$ cat config.mk
export PLATFORM = sky130hd
export DESIGN_NAME = cover_toggle_collector
export DESIGN_NICKNAME = d
export VERILOG_FILES = /design/src/rtl/cover_toggle_collector.sv
export SDC_FILE = /design/constraint.sdc
export NUM_CORES = 1
export LEC_CHECK = 0
export BUFFER_PORTS_ARGS = -buffer_cell sky130_fd_sc_hd__buf_2
export CAP_MARGIN = 20
export CORE_UTILIZATION = 40
export DETAILED_ROUTE_END_ITERATION = 6
export GPL_ROUTABILITY_DRIVEN = 0
export PLACE_DENSITY_LB_ADDON = 0.25
export SLEW_MARGIN = 20
export SYNTH_ARGS = -nofsm -noshare
export SYNTH_HDL_FRONTEND = slang
export SYNTH_SLANG_ARGS = --single-unit
$ cat constraint.sdc
create_clock -name clock -period 10 [get_ports clock]
set_input_delay 2.5 -clock clock [delete_from_list [all_inputs] [get_ports clock]]
set_output_delay 2.5 -clock clock [all_outputs]
set_load 0.01 [all_outputs]
$ cat src/rtl/cover_toggle_collector.sv
// Sticky toggle-coverage collector: de-duplicates per-point hits and drains
// each first-time hit as an absolute cover index on a valid/ready stream.
module cover_toggle_collector #(
  parameter int unsigned     WIDTH       = 62,
  parameter longint unsigned COVER_INDEX = 0,
  localparam int unsigned    CNT_W       = $clog2(WIDTH + 1)
) (
  input  logic             clock,
  input  logic             reset,
  input  logic [WIDTH-1:0] hit,
  input  logic             clear,
  output logic             out_valid,
  input  logic             out_ready,
  output logic [63:0]      out_index,
  output logic [CNT_W-1:0] covered_count,
  output logic             all_covered
);

  typedef enum logic {IDLE, SEND} state_t;

  state_t           r_state, w_state_next;
  logic [WIDTH-1:0] r_covered, r_pending;
  logic [CNT_W-1:0] r_count;
  logic [63:0]      r_out_index;

  logic [WIDTH-1:0] w_newhit, w_take;
  logic [63:0]      w_low_idx;
  logic [CNT_W-1:0] w_pop;
  logic             w_latch;

  assign w_newhit = hit & ~r_covered;

  // Lowest set pending bit as both a one-hot mask and a bit position.
  always_comb begin
    w_take    = '0;
    w_low_idx = '0;
    for (int unsigned i = WIDTH; i > 0; i--) begin
      if (r_pending[i-1]) begin
        w_take    = '0;
        w_take[i-1] = 1'b1;
        w_low_idx = 64'(i - 1);
      end
    end
  end

  always_comb begin
    w_pop = '0;
    for (int unsigned i = 0; i < WIDTH; i++) begin
      w_pop = w_pop + CNT_W'(w_newhit[i]);
    end
  end

  always_comb begin
    w_state_next = r_state;
    w_latch      = 1'b0;
    case (r_state)
      IDLE: begin
        if (r_pending != '0) begin
          w_latch      = 1'b1;
          w_state_next = SEND;
        end
      end
      SEND: begin
        if (out_ready) begin
          if (r_pending != '0) w_latch = 1'b1;
          else                 w_state_next = IDLE;
        end
      end
      default: w_state_next = IDLE;
    endcase
  end

  always_ff @(posedge clock) begin
    if (!reset || clear) begin
      r_state     <= IDLE;
      r_covered   <= '0;
      r_pending   <= '0;
      r_count     <= '0;
      r_out_index <= '0;
    end else begin
      r_state   <= w_state_next;
      r_covered <= r_covered | hit;
      // Selection uses pre-merge pending, so a new hit waits at least one edge.
      r_pending <= (r_pending & ~(w_latch ? w_take : '0)) | w_newhit;
      r_count   <= r_count + w_pop;
      if (w_latch) r_out_index <= COVER_INDEX + w_low_idx;
    end
  end

  assign out_valid     = (r_state == SEND);
  assign out_index     = r_out_index;
  assign covered_count = r_count;
  assign all_covered   = (r_count == CNT_W'(WIDTH));

endmodule

==> results of run 1 <==
## final cells by class
cell class / count / area, µm²
fill: 1896 / 10100
multi-input combinational: 679 / 4480
sequential: 137 / 2740
clock buffer: 18 / 429
timing repair buffer: 81 / 410
tap: 260 / 325
inverter: 75 / 282
clock inverter: 13 / 108
## tightest hold or removal path, stage by stage, from the launching register on
cell and delay [ns]:
dfxtp_1 0.32, nor2_1 0.04, nor2_1 0.06
## power by group through the flow
stage	Clock [mW]	Sequential (mW)	Combinational, mW
detailed placement	0	0.636	2.27
global route	0.617	0.630	2.62
global placement	0	0.635	2.26
CTS	0.593	0.624	2.29
finish	0.579	0.625	2.24
floorplan	0	0.629	1.87
## flip-flops by register name, summed over array words and instances (netlist names)
register	count
out_valid	1
out_index	6
covered_count	6
r_covered	62
r_pending	62
## kinds of logic after synthesis
| group | synth area share, % |
|---|---|
| xor gates and xnor gates | 0.898 |
| DFF | 35.1 |
| other | 0.0480 |
| adders and majority gates | 16.7 |
| AOI/OAI and AO/OA | 13.0 |
| and+or+nand+nor | 23.8 |
| buffers and inverters | 10.4 |
## routing by layer
metal  GRT usage, %  routed length [µm]  up-vias
li1               -                   -     3111
met1           28.3                8830     2946
met2           29.4                8340      214
met3           4.39                1230       25
met4           7.58                 371        0
met5              0                   0        -
## metrics by stage
step | area [µm²] | hold slack [ns] | instances | setup slack [ns] | total power, mW
CTS | 8770 | 0.451 | 1263 | 1.76 | 3.51
global placement | 8240 | 0.436 | 1232 | 1.35 | 2.90
global route | 8770 | 0.474 | 1263 | 1.53 | 3.86
floorplan | 8020 | 0.426 | 973 | 1.72 | 2.50
detailed placement | 8240 | 0.444 | 1232 | 1.33 | 2.90
finish | 8770 | 0.451 | 1263 | 1.77 | 3.45
## final timing paths
path                  from               end  slack, ns  cells after the start
max reg2reg  r_covered[56]  covered_count[4]       3.72                     22
max                hit[56]  covered_count[4]       1.77                     23
min          r_covered[46]     r_covered[46]       0.45                      2
min reg2reg  r_covered[46]     r_covered[46]       0.45                      2
## layout by cell type, fill, tap and decap left out, drive strengths merged, types with 11 or more instances in the layout
cell      n
clkbuf   18
ha       18
buf      81
nand2    30
nor4     28
a21oi    69
or4      15
inv      75
o21ai    40
nor2b    30
fa       54
dfxtp   137
conb     58
nor2    180
nand2b   42
nor3     21
o31ai    11
==> impl_metrics.csv, run 1 <==
group,metric,value,unit
layout,final_nets,1129,
timing,finalHoldViolCount,0,
die,dieArea,20100,µm²
grt,grt_pass1_wl,30.4,mm
layout,fin_util,46.4,%
timing,maxSlewViolCount,0,
critical_path,slowest_stage,"fa_1",
critical_path,crit_path_start_kind,"input port",
pwr,p_clk_share,16.8,%
grt,antenna_found_initial,0,
critical_path,cp.buffers_inverters,7,
critical_path,critPathCaptureType,"register",
clock_tree,postCtsSetupBuffers,0,
route,drt_iter0_markers,397,
timing,setup_violations,0,
timing,setup_tns,0,ns
clock_tree,cts_buffers,17,
pwr,internal-power,1.98,mW
timing,worstMarginPinSlew,0.887,ns
timing,finalCriticalPeriod,8.23,ns
clock_tree,root_buffer,"clkbuf_16",
run_status,status,"complete, no violations",
timing,max_slew_margin,40.9,%
synth,synth_seq_cells,137,
critical_path,slowest_delay,0.55,ns
grt,first_global_vias,5770,
die,io_pins,138,
route,postRouteAntennaNets,0,
route,post_drt_wl_per_cell,14.9,µm
critical_path,path_max_fanout,3,
synth,yosys.area.top_type,"dfxtp_1",
synth,netlist_instances,916,
synth,synth.avg_cell_area,8.52,µm²
grt,grt_overflow,0,
placed_design,io_buffers,79,
clock_tree,clkSinkCount,137,
route,vias,6296,
synth,async_flop_share,0,%
timing,fmax,122,MHz
layout,antenna_cells,0,
run,max_cap_viol_count,0,
pwr,power_leakage,3.87,nW
critical_path,cp_top_family,"adder cells",
timing,fin_crit_sh,82.3,%
critical_path,path_class,"in2reg",
pwr,p_sw_share,42.6,%
placed_design,place_hpwl,14.5,mm
die,die_x,142,µm
synth,synth_cell_types,58,
synth,synth_edf_count,0,
synth,syn_area,7800,µm²
grt,grt_use_total,19.9,%
grt,grt_max_degree,83,
synth,synth_common_cells,"180 x nor2_1, 137 x dfxtp_1, 75 x inv_1",
pwr,vdd_ir_drop_max,0.000883,V
clock_tree,cts_hold_buf,0,
layout,area_growth,12.4,%
timing,rsz0062_at_grt,"no",
pwr,power.density,393,nW/µm²
clock_tree,htree_levels,4,
die,coreArea,18900,µm²
die,start_util,41.3,%
critical_path,crit_top_cell,"fa_1",
synth,synth_warnings,0,
die,die_y,142,µm
min_path,hp-class,"reg2reg",
clock_tree,cts_resized,0,
clock_tree,cts_max_path_buffers,2,
synth,synth_top_area_share,35.1,%
pwr,power.switching,1.47,mW
synth,ys.flop_type,"dfxtp_1",
clock_tree,cts_tree,"yes",
route,routed_wirelength,18.8,mm
layout,drive_gt1_share,12.6,%
die,row_count,50,
route,drc,0,
route,first_pass_iters,5,
synth,synth.area.top_cells,"dfxtp_1 35%, fa_1 14%, nor2_1 8.7%",
clock_tree,clk_pin_slew_worst_paths,0.06,ns
route,viasPerCell,4.98,
pwr,pwr-share-comb,65.1,%
pwr,seq_power_share,18.1,%
synth,seq_area_frac_synth,35.1,%
critical_path,required,10.28,ns
critical_path,arrival,8.50,ns
critical_path,crit_chain,"buf_2 -> nor2b_1 -> fa_1 -> inv_1 -> fa_1 -> inv_1 -> fa_1 -> inv_1 -> fa_1 -> inv_1 -> fa_1 -> inv_1 -> fa_1 -> fa_1 -> fa_1 -> inv_1 -> fa_1 -> fa_1 -> a21oi_1 -> nor2_1 -> nor2_1 -> xor2_1 -> nor2_1",
synth,synth_most_common_cell,"nor2_1",
timing,fin_skew,0.00936,ns
clock_tree,clk_latency,0.42,ns
Power figures use the tool's default switching activity.
==> run 2, diff against run 1 <==
--- a/config.mk
+++ b/config.mk
@@ -5,6 +5,7 @@
 export SDC_FILE = /design/constraint.sdc
 export NUM_CORES = 1
 export LEC_CHECK = 0
+export ABC_AREA = 1
 export BUFFER_PORTS_ARGS = -buffer_cell sky130_fd_sc_hd__buf_2
 export CAP_MARGIN = 20
 export CORE_UTILIZATION = 40
==> constraint.sdc (replaced) <==
create_clock -name clock -period 6.6 [get_ports clock]
set_input_delay 1.65 -clock clock [delete_from_list [all_inputs] [get_ports clock]]
set_output_delay 1.65 -clock clock [all_outputs]
set_load 0.01 [all_outputs]
==> impl_metrics.csv, run 2 <==
group,metric,value,unit
route,post_drt_wl_per_cell,12.7,µm
route,vias,6706,
critical_path,path_class,"in2reg",
layout,final_nets,1375,
timing,finalCriticalPeriod,7.06,ns
critical_path,required,6.96,ns
placed_design,io_buffers,79,
timing,finalHoldViolCount,0,
run_status,status,"finished with violations",
critical_path,slowest_stage,"fa_1",
die,die_y,143,µm
timing,setup_violations,5,
synth,synth_edf_count,0,
timing,rsz0062_at_grt,"yes",
route,viasPerCell,4.43,
clock_tree,cts_tree,"yes",
route,first_pass_iters,7,
die,row_count,51,
synth,synth_cell_types,30,
min_path,hp-class,"reg2reg",
route,routed_wirelength,19.2,mm
min_path,min_from,"out_index[1]",
synth,synth_common_cells,"240 x nor2_1, 233 x inv_1, 157 x nand2_1",
run,max_cap_viol_count,0,
clock_tree,root_buffer,"clkbuf_16",
critical_path,path_max_fanout,2,
clock_tree,clkSinkCount,137,
placed_design,place_ws,-0.975,ns
critical_path,worstReg2RegEnd,"covered_count[4]",
grt,antenna_found_initial,0,
grt,grt_max_degree,70,
clock_tree,clk_pin_slew_worst_paths,0.06,ns
timing,fmax,142,MHz
route,postRouteAntennaNets,0,
grt,first_global_vias,6080,
min_path,hold_end,"out_index[1]",
clock_tree,clk_latency,0.43,ns
synth,syn_area,7960,µm²
layout,antenna_cells,0,
layout,seqCellArea,2740,µm²
synth,async_flop_share,0,%
critical_path,rrSetupSlack,0.52,ns
timing,fin_skew,0.00963,ns
run_status,violations,"negative setup slack",
clock_tree,cts_max_path_buffers,2,
route,drt_iter0_markers,424,
critical_path,critPathCaptureType,"register",
critical_path,cp_top_family,"adder cells",
synth,yosys.area.top_type,"dfxtp_1",
timing,fin_ws,-0.460,ns
die,coreArea,19500,µm²
layout,final_common_cell,"nor2_1",
layout,drive_gt1_share,15.4,%
synth,synth_seq_cells,137,
critical_path,slowest_delay,0.57,ns
critical_path,cp.buffers_inverters,9,
timing,setup_tns,-1.37,ns
timing,worstMarginPinSlew,0.818,ns
placed_design,place_hpwl,15.4,mm
min_path,hold_depth,2,
synth,seq_area_frac_synth,34.5,%
critical_path,r2r_cells,24,
layout,area_growth,19.2,%
die,start_util,40.9,%
die,io_pins,138,
die,die_x,143,µm
synth,synth.area.top_cells,"dfxtp_1 34%, fa_1 14%, nor2_1 11%",
synth,synth.avg_cell_area,7.20,µm²
timing,maxSlewViolCount,0,
timing,max_slew_margin,45.3,%
grt,grt_overflow,0,
die,dieArea,20500,µm²
route,drc,0,
critical_path,reg2reg_from,"r_covered[52]",
critical_path,crit_top_cell,"fa_1",
layout,top_regs,"r_covered (62), r_pending (62)",
layout,fillers,1984,
grt,grt_pass1_wl,30.7,mm
layout,layout.cells.most_common_list,"233 x nor2_1, 225 x inv_1, 152 x nand2_1",
layout,multi_input_area,4100,µm²
clock_tree,htree_levels,4,
critical_path,arrival,7.42,ns
synth,synth_most_common_cell,"nor2_1",
synth,synth_top_area_share,34.5,%
clock_tree,cts_buffers,17,
grt,grt_use_total,20.1,%
critical_path,crit_path_start_kind,"input port",
synth,synth_warnings,0,
synth,netlist_instances,1106,
timing,fin_crit_sh,107,%
synth,ys.flop_type,"dfxtp_1",
[run 2: changes by cell type after synthesis, moves of 8 or more]
cell	before	now
a21oi_1	69	79
nand2b_1	42	0
nor2b_1	30	0
or4_1	14	0
nor2_1	180	240
nand3_1	9	17
inv_1	75	233
nor3_1	21	13
nor4_1	26	9
nand2_1	29	157
[run 2: metrics by stage]
stage | std cells | utilization (%) | instance area [µm²] | hold WS (ns)
2_1_floorplan | 1163 | - | 8220 | 0.448
3_3_place_gp | 1481 | 45.3 | 8810 | 0.455
3_5_place_dp | 1481 | 45.3 | 8810 | 0.456
4_1_cts | 1513 | 48.6 | 9460 | 0.466
5_1_grt | 1514 | 48.8 | 9490 | 0.482
6_report | 1514 | 48.8 | 9490 | 0.463
[run 2: kinds of logic (layout without fill, tap and decap cells)]
family                   after synthesis  after routing  share of synthesized area [%]
AO/OA/AOI/OAI                        135            135                           9.05
AND/OR/NAND/NOR                      443            443                           21.9
XOR/XNOR                               4              4                          0.440
flip-flops                           137            137                           34.5
adder cells (fa/ha/maj)               72             72                           16.4
other                                  1             58                         0.0471
buffers and inverters                314            400                           17.7
[run 2: worst max path at each step]
stage                  from          endpoint  cells past startpoint
floorplan           hit[28]  covered_count[4]                     23
global placement    hit[28]  covered_count[4]                     24
detailed placement  hit[28]  covered_count[4]                     24
CTS                 hit[52]  covered_count[4]                     26
global route        hit[52]  covered_count[4]                     26
finish              hit[52]  covered_count[4]                     26
[run 2: cell type report]
cell class              instances  area share (%)
multi-input cells             712            43.2
repair buffers                128            8.25
flip-flops and latches        137            28.9
clock buffers                  19            4.77
clock inverters                12            1.56
inverters                     241            9.86
well taps                     265            3.49
[run 2: layer usage]
layer / wire (µm) / track usage [%] / vias up / share of wire (%)
li1: - / - / 3471 / -
met1: 9060 / 27.3 / 3019 / 47
met2: 8840 / 31.8 / 188 / 46
met3: 895 / 3.52 / 28 / 4.7
met4: 403 / 7.13 / 0 / 2.1
met5: 0 / 0 / - / 0
[run 2: what timing repair did]
action | CTS | global route
gates resized for setup | 13 | 10
pin swaps | 13 | 7
buffers inserted | 1 | 2
hold buffers | 0 | 0
endpoints found under the setup margin | 5 | 5
hold endpoints to repair | 0 | 0
[run 2: worst reg2reg max path, stage by stage, from the launching register on]
cell     delay (ns)
dfxtp_1        0.37
nor2_4         0.05
fa_1           0.52
inv_1          0.05
fa_1           0.47
inv_1          0.05
fa_1           0.48
inv_1          0.05
fa_1           0.49
inv_2          0.04
fa_1           0.48
inv_2          0.04
fa_1           0.57
fa_1           0.46
fa_1           0.52
inv_1          0.05
fa_2           0.35
fa_2           0.37
nand2_2        0.09
inv_2          0.03
nor2_1         0.09
nor2_1         0.05
nor2_1         0.12
o21ai_1        0.08
a21oi_1        0.14
Power of run 2 is not shown: default switching activity piles up to over one toggle a cycle in this logic, so the estimate is an artifact.
==> run 3, diff against run 2 <==
--- a/config.mk
+++ b/config.mk
@@ -12,6 +12,7 @@
 export DETAILED_ROUTE_END_ITERATION = 6
 export GPL_ROUTABILITY_DRIVEN = 0
 export PLACE_DENSITY_LB_ADDON = 0.25
+export RECOVER_POWER = 100
 export SLEW_MARGIN = 20
 export SYNTH_ARGS = -nofsm -noshare
 export SYNTH_HDL_FRONTEND = slang
==> impl_metrics.csv, run 3 (synthesis gave the netlist of run 2 again) <==
group,metric,value,unit
run_status,status,"finished with violations",
run_status,violations,"negative setup slack",
critical_path,slowest_delay,0.56,ns
timing,fin_skew,0.00945,ns
die,io_pins,138,
clock_tree,clk_pin_slew_worst_paths,0.06,ns
clock_tree,cts_buffers,17,
die,coreArea,19500,µm²
layout,antenna_cells,0,
run,max_cap_viol_count,0,
layout,drive_gt1_share,14.3,%
route,postRouteAntennaNets,0,
placed_design,place_hpwl,15.4,mm
critical_path,arrival,7.42,ns
layout,area_growth,19.0,%
die,start_util,40.9,%
die,die_y,143,µm
clock_tree,htree_levels,4,
critical_path,critPathCaptureType,"register",
critical_path,crit_top_cell,"fa_1",
layout,layout.cells.most_common_list,"233 x nor2_1, 225 x inv_1, 152 x nand2_1",
timing,fmax,142,MHz
route,viasPerCell,4.42,
route,drt_iter0_markers,368,
route,drc,0,
placed_design,dp_cells,1481,
placed_design,io_buffers,79,
timing,finalCriticalPeriod,7.06,ns
critical_path,cp_top_family,"adder cells",
route,routed_wirelength,19.2,mm
grt,grt_use_total,20.1,%
clock_tree,root_buffer,"clkbuf_16",
grt,antenna_found_initial,0,
route,post_drt_wl_per_cell,12.7,µm
critical_path,path_max_fanout,2,
clock_tree,clk_latency,0.43,ns
timing,fin_crit_sh,107,%
die,dieArea,20500,µm²
grt,grt_max_degree,70,
die,die_x,143,µm
critical_path,r2r_cells,24,
critical_path,path_class,"in2reg",
layout,final_nets,1375,
timing,fin_ws,-0.459,ns
clock_tree,cts_max_path_buffers,2,
layout,final_common_cell,"nor2_1",
route,vias,6692,
grt,grt_overflow,0,
route,first_pass_iters,5,
critical_path,cp.buffers_inverters,9,
layout,fin_util,48.7,%
layout,top_regs,"r_covered (62), r_pending (62)",
timing,rsz0062_at_grt,"yes",
critical_path,required,6.96,ns
layout,final_cells,1514,
grt,first_global_vias,6080,
clock_tree,cts_hold_buf,0,
timing,finalHoldViolCount,0,
timing,worstMarginPinSlew,0.818,ns
min_path,hp-class,"reg2reg",
clock_tree,clkSinkCount,137,
critical_path,cp_num_cells,26,
timing,maxSlewViolCount,0,
timing,setup_violations,5,
grt,grt_pass1_wl,30.7,mm
clock_tree,cts_tree,"yes",
timing,max_slew_margin,45.3,%
placed_design,place_ws,-0.975,ns
critical_path,slowest_stage,"fa_1",
min_path,hold_depth,2,
die,row_count,51,
critical_path,crit_path_start_kind,"input port",
## run 3: worst min-delay path, cell delays in order, from the launching register on
cell,delay [ns]
dfxtp_1,0.31
nand2_1,0.06
a21oi_1,0.05
## run 3: area by class of cell
class | count | area, µm²
repair buffers | 128 | 767
well taps | 265 | 332
multi-input cells | 712 | 4100
inverters | 241 | 936
fillers | 1990 | 9990
flip-flops and latches | 137 | 2740
clock inverters | 12 | 148
clock buffers | 19 | 453
## run 3: final timing paths
| kind | startpoint | end | slack [ns] |
|---|---|---|---|
| worst max-delay path | hit[52] | covered_count[4] | -0.46 |
| worst min-delay path | out_index[1] | out_index[1] | 0.46 |
| worst max register to register | r_covered[52] | covered_count[4] | 0.52 |
| worst min register to register | out_index[1] | out_index[1] | 0.46 |
## run 3: stage by stage
stage | TNS (ns) | cell area, µm² | hold WS (ns)
3_3_place_gp | -4.25 | 8810 | 0.455
4_1_cts | -1.17 | 9460 | 0.466
2_1_floorplan | -1.51 | 8220 | 0.448
6_report | -1.37 | 9480 | 0.464
3_5_place_dp | -4.30 | 8810 | 0.456
5_1_grt | -2.31 | 9480 | 0.482
## run 3: timing repair
action                     CTS  global route
hold endpoints to repair     0             0
resized for setup           13            10
pin swaps                   13             7
buffers inserted             1             2
setup endpoints to repair    5             5
## run 3: metal layers
layer	part of all wire, %	global-route usage [%]	up-vias
li1	-	-	3469
met1	47	27.3	3010
met2	46	31.8	183
met3	4.8	3.52	30
met4	2.1	7.13	0
met5	0	0	-
Power of run 3 is left out for the same reason.
